==> src/rtl/toggle_pattern_gen_pkg.sv <==
// Shared definitions for the toggle pattern generator: FSM state encoding
// and the default width of every internal counter.
package toggle_pattern_gen_pkg;

    localparam int CNT_W_DEFAULT = 8;

    typedef enum logic [1:0] {
        IDLE = 2'd0,
        RUN  = 2'd1,
        DONE = 2'd2
    } state_t;

endpackage

==> src/rtl/toggle_pattern_gen_toggle_div.sv <==
// One pattern channel: a modulo-DIV counter that inverts the output bit
// each time the counter wraps. clr has priority over en so a new run always
// starts from a known phase.
module toggle_div #(
    parameter int DIV   = 5,
    parameter int CNT_W = 8
) (
    input  logic clk,
    input  logic rst,
    input  logic clr,
    input  logic en,
    output logic q
);

    localparam logic [CNT_W-1:0] TERM = CNT_W'(DIV - 1);

    logic [CNT_W-1:0] cnt_reg;
    logic             q_reg;

    // Counter and toggle flop; the wrap and the inversion happen on the same edge.
    always_ff @(posedge clk or posedge rst) begin
        if (rst) begin
            cnt_reg <= '0;
            q_reg   <= 1'b0;
        end else if (clr) begin
            cnt_reg <= '0;
            q_reg   <= 1'b0;
        end else if (en) begin
            if (cnt_reg == TERM) begin
                cnt_reg <= '0;
                q_reg   <= ~q_reg;
            end else begin
                cnt_reg <= cnt_reg + CNT_W'(1);
            end
        end
    end

    assign q = q_reg;

endmodule

==> src/rtl/toggle_pattern_gen.sv <==
// Four-channel toggle pattern generator. A start request launches a run of
// RUN_CYCLES cycles during which each channel toggles every DIV_x cycles;
// a normal finish pulses done, an abort (stop) clears the pattern.
module toggle_pattern_gen
    import toggle_pattern_gen_pkg::*;
#(
    parameter int DIV_A      = 5,
    parameter int DIV_B      = 10,
    parameter int DIV_C      = 15,
    parameter int DIV_D      = 20,
    parameter int RUN_CYCLES = 100,
    parameter int CNT_W      = CNT_W_DEFAULT
) (
    input  logic clk,
    input  logic rst,
    input  logic start,
    input  logic stop,
    output logic a,
    output logic b,
    output logic c,
    output logic d,
    output logic busy,
    output logic done
);

    localparam logic [CNT_W-1:0]   RUN_LAST = CNT_W'(RUN_CYCLES - 1);
    // Divider values packed so the channel instances can be generated in a loop.
    localparam logic [4*CNT_W-1:0] DIV_VEC  = {CNT_W'(DIV_D), CNT_W'(DIV_C),
                                               CNT_W'(DIV_B), CNT_W'(DIV_A)};

    state_t           state_reg, state_next;
    logic [CNT_W-1:0] run_cnt_reg, run_cnt_next;
    logic             ch_clr;
    logic             ch_en;
    logic [3:0]       pat;

    // State and run-length counter registers.
    always_ff @(posedge clk or posedge rst) begin
        if (rst) begin
            state_reg   <= IDLE;
            run_cnt_reg <= '0;
        end else begin
            state_reg   <= state_next;
            run_cnt_reg <= run_cnt_next;
        end
    end

    // Next-state logic; stop dominates start, and start outside IDLE is ignored.
    always_comb begin
        state_next   = state_reg;
        run_cnt_next = run_cnt_reg;
        ch_clr       = 1'b0;
        ch_en        = 1'b0;
        case (state_reg)
            IDLE: begin
                if (start && !stop) begin
                    state_next   = RUN;
                    run_cnt_next = '0;
                    ch_clr       = 1'b1;
                end
            end
            RUN: begin
                if (stop) begin
                    state_next   = IDLE;
                    run_cnt_next = '0;
                    ch_clr       = 1'b1;
                end else begin
                    ch_en = 1'b1;
                    if (run_cnt_reg == RUN_LAST) begin
                        state_next   = DONE;
                        run_cnt_next = '0;
                    end else begin
                        run_cnt_next = run_cnt_reg + CNT_W'(1);
                    end
                end
            end
            DONE: begin
                state_next = IDLE;
            end
            default: begin
                state_next = IDLE;
            end
        endcase
    end

    genvar gi;
    generate
        for (gi = 0; gi < 4; gi++) begin : g_ch
            toggle_div #(
                .DIV   (int'(DIV_VEC[gi*CNT_W +: CNT_W])),
                .CNT_W (CNT_W)
            ) u_div (
                .clk (clk),
                .rst (rst),
                .clr (ch_clr),
                .en  (ch_en),
                .q   (pat[gi])
            );
        end
    endgenerate

    assign a    = pat[0];
    assign b    = pat[1];
    assign c    = pat[2];
    assign d    = pat[3];
    assign busy = (state_reg == RUN);
    assign done = (state_reg == DONE);

endmodule

==> config.mk <==
export PLATFORM = sky130hd
export DESIGN_NAME = toggle_pattern_gen
export DESIGN_NICKNAME = d
export VERILOG_FILES = /design/src/rtl/toggle_pattern_gen_pkg.sv /design/src/rtl/toggle_pattern_gen_toggle_div.sv /design/src/rtl/toggle_pattern_gen.sv
export SDC_FILE = /design/constraint.sdc
export NUM_CORES = 1
export LEC_CHECK = 0
export ABC_AREA = 1
export BUFFER_PORTS_ARGS = -buffer_cell sky130_fd_sc_hd__buf_2
export CORE_MARGIN = 3
export CORE_UTILIZATION = 42
export CTS_BUF_LIST = sky130_fd_sc_hd__clkbuf_8 sky130_fd_sc_hd__clkbuf_16
export DETAILED_ROUTE_END_ITERATION = 10
export PLACE_DENSITY = 0.62
export SETUP_SLACK_MARGIN = 0.1
export SYNTH_ARGS = -nofsm -noshare
export SYNTH_HDL_FRONTEND = slang
export SYNTH_SLANG_ARGS = --single-unit
==> constraint.sdc <==
create_clock -name clk -period 3.3 [get_ports clk]
set_input_delay 0.33 -clock clk [delete_from_list [all_inputs] [get_ports clk]]
set_output_delay 0.33 -clock clk [all_outputs]
set_load 0.02 [all_outputs]
==> results of run 1 <==
==> worst paths after layout <==
check	cells past startpoint	from	slack, ns	to
worst max-delay path	7	state_reg[0]	1.53	g_ch[2].u_div.cnt_reg[4]
worst min-delay path	2	rst	0.25	g_ch[0].u_div.cnt_reg[3]
worst max register to register	7	state_reg[0]	1.53	g_ch[2].u_div.cnt_reg[4]
worst min register to register	2	g_ch[0].u_div.q	0.50	g_ch[0].u_div.q
max in group asynchronous	2	rst	2.45	run_cnt_reg[3]
min in group clk	2	stop	0.29	state_reg[1]
==> cell type report <==
| type | instances | area (µm²) |
|---|---|---|
| fillers | 671 | 3460 |
| multi-input cells | 301 | 1430 |
| flip-flops and latches | 46 | 1150 |
| inverters | 61 | 229 |
| well taps | 77 | 96.3 |
| clock buffers | 5 | 68.8 |
| repair buffers | 10 | 52.6 |
| clock inverters | 3 | 37.5 |
==> cells in the final DEF (no fill, tap or decap), drive strengths merged, types with 3 or more instances in the layout <==
cell	synthesis	final
clkbuf	1	5
nand2	146	146
dfrtp	46	46
o21ai	19	19
inv	61	63
buf	11	10
ha	9	9
xor2	4	4
nand4	27	27
nor3	3	3
nand3	40	40
nor2	48	48
==> critical path, cell delays in order, from the launching register on <==
cell	delay [ns]
dfrtp_1	0.41
nand2_1	0.20
nor2_1	0.10
nor2_4	0.53
nand2_1	0.22
nand2_4	0.12
nand2_1	0.05
nor2_1	0.08
==> kinds of logic (layout without fill, tap and decap cells) <==
kind of cell | after synthesis | after routing
XOR/XNOR | 4 | 4
AND/OR/NAND/NOR | 265 | 265
flip-flops | 46 | 46
adder cells (fa/ha/maj) | 9 | 9
buffers and inverters | 73 | 79
AO/OA/AOI/OAI | 23 | 23
==> power by group through the flow <==
stage	Clock [µW]	Sequential, µW	Combinational, µW
finish	413	735	374
global route	453	751	437
CTS	430	735	378
detailed placement	0	745	376
global placement	0	744	368
floorplan	0	748	290
==> metrics by stage <==
step                power, µW  instances  setup WS [ns]
floorplan                1040        420           1.88
detailed placement       1120        495           1.54
CTS                      1540        503           1.52
global route             1640        503           1.33
global placement         1110        495           1.54
finish                   1520        503           1.53
==> routing by layer <==
metal / track usage [%] / vias to the layer above / share of wire [%]
li1: - / 1335 / -
met1: 23.4 / 1144 / 51
met2: 27.3 / 27 / 45
met3: 2.86 / 9 / 2.2
met4: 5.95 / 0 / 1.7
met5: 0 / - / 0
==> flow_summary.yaml, run 1 <==
final_layout:
  n_antenna_cell: 0
  final_util_pct: 47.0
  syn_to_final_growth_pct: 5.10
  drive_gt1_share_pct: 6.34
  final_net_count: 438
  stdcell_area_um2: 3070
  largest_reg_flops: 32
yosys:
  ys_ff_latch: 46
  synthesis.area_um2: 2920
  synth_cells: 420
  synthXorXnorAreaFrac_pct: 1.20
  synth_commonest_cells: "nand2_1, inv_1, dfrtp_1"
  synth-edff-count: 0
  synth_adder_area_share_pct: 3.86
  synthTopCellsByArea: "dfrtp_1, nand2_1, inv_1"
  ys.flop_type: "dfrtp_1"
  synth_top_family_by_area: "simple AND/OR/NAND/NOR gates"
  synthDistinctLibCells: 26
  synth_compound_area_share_pct: 4.11
  synthMuxAreaShare_pct: 0
  synth-async-reset-ratio_pct: 100
  synth_top_area_share_pct: 39.4
  yosysMostFrequentCell: "nand2_1"
  ys_warn_count: 0
  syn_area_per_cell_um2: 6.95
  ys_seq_area_share_pct: 39.4
  yosysTopAreaCell: "dfrtp_1"
  syn-num-nets: 433
  synthSimpleGateAreaFrac_pct: 39.9
job:
  maxCapViolCount: 0
sta:
  finalSetupTns_ns: 0
  rsz0062_at_grt: "false"
  fin_crit_sh_pct: 53.7
  maxSlewHeadroom_pct: 34.7
  worst_pin_slew_ns: 0.978
  setup_violations: 0
  whs_ns: 0.250
  fmax_ghz: 0.564
  fin_crit_ns: 1.77
  skew_ns: 0.00347
  final_max_slew_viol_count: 0
  hold_viol: 0
status:
  status: "complete, no violations"
grt:
  antenna_found_initial: 0
  grt_pass1_vias: 2289
  grt_usage_pct: 17.1
  overflow: 0
  grt_max_degree: 56
  grt_pass1_wl_mm: 10.7
clocking:
  root_buffer: "clkbuf_8"
  ctsResizeCount: 0
  clock_latency_ns: 0.30
  htree_levels: 2
  cts_made_buffers: 5
  holdBufCountCts: 0
  cts_tree: "yes"
  post_cts_buffers: 0
  cts.sinks: 46
  clockBufferDepth: 2
  clk_pin_slew_ns: 0.09
worst_hold_path:
  hold_path_class: "input port to async pin"
place:
  dp_hpwl_mm: 3.91
  place.port_buffers: 9
  place_congestion: 0.822
  place_area_um2: 2960
power:
  p_clk_share_pct: 27.1
  power_frac_seq_pct: 48.3
  p_per_area_nw_per_um2: 496
  ir_drop_mv: 0.233
  switching_share_pct: 35.0
  p_int_uw: 989
  p_comb_share_pct: 24.6
  p_switching_uw: 532
  p_leak_uw: 0.00166
worst_setup_path:
  critPathKind: "flop to flop"
  worstPathArrival_ns: 2.01
  endpoint_kind: "flop"
  crit_path_max_fanout: 24
  cp_data_required_time_ns: 3.54
  critPathLaunchType: "flop"
floorplan:
  placementRows: 29
  die_w_um: 89.4
  initial_core_util_pct: 44.7
  die_h_um: 89.4
  dieArea_um2: 7990
  io_pins: 10
  core_region_area_um2: 6530
detailed_routing:
  drt-pass1-iter-count: 4
  dr.first_iter.drc_count: 120
  routed-via-count: 2515
  viasPerCell: 5.00
  remaining_drc_errors: 0
  antenna_left: 0
  routed_wl_mm: 6.04
  wl_per_cell_um: 12.0
(Power assumes the default switching activity.)
==> run 2: changes to the inputs <==
Settings changed: ABC_AREA 1 to 0.
Clock period 3.3 ns to 1.7 ns, I/O delays scaled along.
==> run 2 against run 1 <==
Effect of this change:
- synthesized area down 15%
- global-route usage about the same
- via count decreased by 20%
- critical path depth down 2
- hold slack worse by 0.078 ns
- clock skew is 0.0015 ns higher
- cell count fell by 27%
- largest power group unchanged
==> flow_summary.yaml, run 2 <==
final_layout:
  largest_reg_flops: 32
  stdcell_area_um2: 3020
  final_cell_mix: "dfrtp_1, buf_4, nor2_1"
  final_util_pct: 53.5
  final_net_count: 310
  syn_to_final_growth_pct: 21.1
  instances_no_fill: 369
  drive_gt1_share_pct: 26.3
  layout_commonest_cell: "dfrtp_1"
  n_antenna_cell: 0
  fillCellCount: 496
sta:
  final_max_slew_viol_count: 0
  rsz0062_at_grt: "true"
  setup_violations: 0
  fmax_ghz: 0.633
  hold_viol: 0
  maxSlewHeadroom_pct: 72.2
  fin_crit_ns: 1.58
  worst_pin_slew_ns: 0.416
  finalSetupTns_ns: 0
  fin_crit_sh_pct: 92.9
  skew_ns: 0.00496
detailed_routing:
  wl_met2_mm: 2.58
  routed-via-count: 2012
  drt-pass1-iter-count: 4
  wl_per_cell_um: 15.0
  dr_wl_met3_um: 120
  viasPerCell: 5.45
  antenna_left: 0
  dr.first_iter.drc_count: 91
  routed_wl_mm: 5.52
  top_layer_used: "met4"
  remaining_drc_errors: 0
  met1_length_mm: 2.76
power:
  p_per_area_nw_per_um2: 864
  p_clk_share_pct: 23.8
  p_leak_uw: 0.00135
  switching_share_pct: 31.7
  ir_drop_mv: 0.539
  p_switching_uw: 827
  power_uw: 2610
  p_comb_share_pct: 24.9
  power_frac_seq_pct: 51.2
  p_int_uw: 1780
grt:
  grt_usage_pct: 17.1
  grt_pass1_vias: 1983
  antenna_found_initial: 0
  grt_max_degree: 19
  overflow: 0
  grt_pass1_wl_mm: 9.65
place:
  place_congestion: 0.817
  dp_hpwl_mm: 4.02
  place.port_buffers: 9
  place_area_um2: 2830
  dpl.cell_count: 359
worst_setup_path:
  endpoint_kind: "flop"
  worstPathArrival_ns: 1.76
  critPathLaunchType: "flop"
  crit_path_max_fanout: 4
  critPathKind: "flop to flop"
  cp_data_required_time_ns: 1.88
yosys:
  synth-edff-count: 0
  syn-num-nets: 268
  ys_warn_count: 0
  syn_area_per_cell_um2: 9.78
  ys_seq_area_share_pct: 46.2
  synth-async-reset-ratio_pct: 100
  synthesis.area_um2: 2490
  synth_top_area_share_pct: 46.2
  ys.flop_type: "dfrtp_1"
  synth_cells: 255
  synth_commonest_cells: "dfrtp_1, nor2_1, nand2_1"
  synthTopCellsByArea: "dfrtp_1, xor2_1, nor2_1"
  synthDistinctLibCells: 43
  yosysMostFrequentCell: "dfrtp_1"
  ys_ff_latch: 46
  yosysTopAreaCell: "dfrtp_1"
floorplan:
  placementRows: 27
  core_region_area_um2: 5640
  io_pins: 10
  die_w_um: 83.1
  die_h_um: 83.1
  initial_core_util_pct: 44.2
  dieArea_um2: 6900
job:
  maxCapViolCount: 0
status:
  status: "complete, no violations"
clocking:
  htree_levels: 2
  cts_made_buffers: 5
  clk_pin_slew_ns: 0.08
  root_buffer: "clkbuf_8"
  cts.sinks: 46
  cts_tree: "yes"
  clock_latency_ns: 0.29
  clockBufferDepth: 2
worst_hold_path:
  hold_path_class: "input port to flop"
-- run 2: cell count changes after synthesis, sizes merged, moves of 7 or more --
cell	before	now
xor2	4	16
nor2	48	34
buf	11	4
nand3	40	7
a21oi	2	13
nand2	146	21
inv	61	8
nand4	27	2
-- run 2: critical path: stages, from the launching register on --
cell,delay [ns]
dfrtp_1,0.39
ha_1,0.20
nor4b_4,0.26
a211oi_2,0.13
nor2_2,0.14
mux2_2,0.35
-- run 2: kinds of logic after synthesis --
family | after synthesis | share of synthesized area, %
AND/OR/NAND/NOR | 98 | 20.9
AO/OA/AOI/OAI | 59 | 15.8
flip-flops | 46 | 46.2
XOR/XNOR | 22 | 7.73
buffers and inverters | 17 | 3.11
adder cells (fa/ha/maj) | 9 | 4.52
multiplexers | 4 | 1.81
-- run 2: timing repair --
item,CTS,global route
pin swaps,1,1
resized for setup,4,17
hold buffers,1,0
buffers inserted,0,2
endpoints found under the hold margin,16,0
endpoints found under the setup margin,5,32
-- run 2: power groups by stage --
stage / registers (µW) / logic, µW / clock network, µW
after floorplan: 1380 / 327 / 0
after global placement: 1350 / 618 / 0
after detailed placement: 1350 / 622 / 0
after CTS: 1330 / 637 / 655
after global routing: 1360 / 737 / 704
final: 1340 / 651 / 622
-- run 2: final cells by class --
| type | count | area [µm²] | share of cell area (%) |
|---|---|---|---|
| clock buffer | 5 | 68.8 | 2.28 |
| clock inverter | 2 | 10.0 | 0.332 |
| inverter | 8 | 30.0 | 0.995 |
| multi-input combinational | 192 | 1350 | 44.8 |
| sequential | 46 | 1150 | 38.2 |
| tap | 72 | 90.1 | 2.98 |
| timing repair buffer | 44 | 314 | 10.4 |
-- run 2: worst paths after layout --
check / start / endpoint / slack [ns] / cells past startpoint
worst max-delay path: g_ch[3].u_div.cnt_reg[0] / g_ch[3].u_div.q / 0.12 / 5
worst min-delay path: start / state_reg[0] / 0.17 / 3
worst max register to register: g_ch[3].u_div.cnt_reg[0] / g_ch[3].u_div.q / 0.12 / 5
worst min register to register: g_ch[3].u_div.cnt_reg[0] / g_ch[3].u_div.cnt_reg[0] / 0.52 / 1
max in group asynchronous: rst / state_reg[0] / 0.73 / 4
min in group asynchronous: rst / g_ch[2].u_div.cnt_reg[5] / 0.39 / 3
-- run 2: metrics by stage --
stage          hold slack (ns)  setup WS, ns
6_report                 0.171         0.121
3_5_place_dp             0.178        0.0527
3_3_place_gp             0.169        0.0208
4_1_cts                  0.151         0.108
2_1_floorplan            0.294         0.113
5_1_grt                  0.162        0.0560
-- run 2: per-layer routing --
| layer | GRT usage, % | up-vias |
|---|---|---|
| met1 | 24.2 | 988 |
| li1 | - | 1007 |
| met4 | 5.35 | 0 |
| met2 | 26.2 | 13 |
| met5 | 0 | - |
| met3 | 3.57 | 4 |
==> run 3: changes to the inputs <==
Settings changed: ABC_AREA 0 to 1, BUFFER_PORTS_ARGS -buffer_cell sky130_fd_sc_hd__buf_2 to unset, DONT_BUFFER_PORTS set to 1, PLACE_DENSITY 0.62 to 0.6.
==> run 3 against run 2 <==
Effect of this change:
- combinational power decreased by 2%
- critical path type unchanged
- routed wire length grew 12%
- critical endpoint is now g_ch[2].u_div.q
- clock-buffer cell count did not move
- clock power increased by 29%
- hold slack got worse by 0.11 ns
- sequential share of layout area fell by 1.3 points
==> flow_summary.yaml, run 3 (same netlist as run 1, synthesis figures left out) <==
floorplan:
  dieArea_um2: 7990
  placementRows: 29
  die_h_um: 89.4
  die_w_um: 89.4
  io_pins: 10
  core_region_area_um2: 6530
  initial_core_util_pct: 44.7
detailed_routing:
  antenna_left: 0
  wl_met2_mm: 2.93
  dr_wl_met3_um: 155
  drt-pass1-iter-count: 4
  met1_length_mm: 3.05
  top_layer_used: "met4"
  wl_per_cell_um: 12.3
  routed_wl_mm: 6.18
  remaining_drc_errors: 0
  viasPerCell: 4.93
  dr.first_iter.drc_count: 108
  routed-via-count: 2483
sta:
  rsz0062_at_grt: "true"
  maxSlewHeadroom_pct: 62.6
  fin_crit_ns: 1.48
  worst_pin_slew_ns: 0.561
  setup_violations: 0
  skew_ns: 0.00991
  setup_ws_ns: 0.222
  hold_viol: 0
  fin_crit_sh_pct: 86.9
  final_max_slew_viol_count: 0
  finalSetupTns_ns: 0
  fmax_ghz: 0.677
power:
  p_per_area_nw_per_um2: 944
  ir_drop_mv: 0.388
  p_leak_uw: 0.00167
final_layout:
  syn_to_final_growth_pct: 6.68
  final_net_count: 439
  n_antenna_cell: 0
  layout_commonest_cell: "nand2_1"
  largest_reg_flops: 32
  drive_gt1_share_pct: 6.09
  instances_no_fill: 504
  final_cell_mix: "nand2_1, inv_1, dfrtp_1"
clocking:
  htree_levels: 2
  root_buffer: "clkbuf_8"
  post_cts_buffers: 0
  cts.sinks: 46
  clk_pin_slew_ns: 0.09
  cts_tree: "yes"
  cts_made_buffers: 5
  clock_latency_ns: 0.30
  clockBufferDepth: 2
place:
  dpl.cell_count: 493
  place_congestion: 0.802
  dp_hpwl_mm: 4.18
  place_ws_ns: 0.114
  place.port_buffers: 0
grt:
  grt_pass1_wl_mm: 11.1
  grt_pass1_vias: 2376
  grt_usage_pct: 17.7
  antenna_found_initial: 0
  overflow: 0
  grt_max_degree: 36
worst_setup_path:
  reg2reg_slack_ns: 0.22
  critPathKind: "flop to flop"
  crit_path_max_fanout: 12
  cp_data_required_time_ns: 1.89
  worstPathArrival_ns: 1.67
  critPathLaunchType: "flop"
  endpoint_kind: "flop"
job:
  maxCapViolCount: 0
worst_hold_path:
  hold_path_class: "input port to flop"
status:
  status: "complete, no violations"
run 3: changes by cell type in the layout (fill, tap and decap cells not counted), sizes merged, moves of 12 or more:
cell / previous run / this run
inv: 8 / 63
buf: 43 / 8
xor2: 16 / 4
nor2: 34 / 49
nand3: 7 / 40
nand2: 21 / 146
nand4: 2 / 27
run 3: area by class of cell:
type	instances	area, µm²
clock inverter	3	37.5
fill	671	3420
clock buffer	5	68.8
multi-input combinational	302	1440
timing repair buffer	10	92.6
sequential	46	1150
tap	77	96.3
inverter	61	229
run 3: final timing paths:
check                      cells after the start                startpoint                       end
hold reg to reg                                2  g_ch[3].u_div.cnt_reg[1]  g_ch[3].u_div.cnt_reg[1]
min in group asynchronous                      2                       rst  g_ch[2].u_div.cnt_reg[7]
setup reg to reg                               8              state_reg[1]           g_ch[2].u_div.q
setup / recovery                               8              state_reg[1]           g_ch[2].u_div.q
max in group asynchronous                      3                       rst  g_ch[1].u_div.cnt_reg[4]
hold / removal                                 3                      stop              state_reg[0]
run 3: metal layers:
layer / track usage (%) / vias to the layer above
met3: 3.32 / 4
met2: 29.3 / 17
met5: 0 / -
met1: 23.9 / 1129
met4: 4.19 / 0
li1: - / 1333
run 3: per-stage QoR:
step | cell area (µm²) | util [%] | power (µW) | hold WS, ns
2_1_floorplan | 2920 | - | 2020 | 0.242
6_report | 3120 | 47.7 | 2940 | 0.0652
4_1_cts | 3120 | 47.7 | 2980 | 0.0639
3_3_place_gp | 2980 | 45.7 | 2150 | 0.0930
3_5_place_dp | 2980 | 45.7 | 2160 | 0.0908
5_1_grt | 3120 | 47.7 | 3190 | 0.0846
run 3: power by group:
| group | internal [µW] | leakage (µW) | switching [µW] |
|---|---|---|---|
| combinational | 240 | 0.000984 | 399 |
| sequential | 1250 | 0.000625 | 255 |
| clock | 429 | 0.0000607 | 372 |
| total | 1910 | 0.00167 | 1030 |
run 3: critical path, stage by stage (launching register included):
cell     delay (ns)
dfrtp_1        0.38
inv_1          0.09
nand2_1        0.07
nor2_1         0.35
nor2_4         0.16
nand2_1        0.15
nand2_4        0.06
nand2_1        0.06
nand2_1        0.05
run 3: repair_timing:
| item | CTS | global route |
|---|---|---|
| endpoints found under the hold margin | 20 | 0 |
| pin swaps | 1 | 0 |
| hold buffers | 2 | 0 |
| endpoints found under the setup margin | 1 | 5 |
| cloned | 1 | 0 |
| gates resized for setup | 0 | 1 |
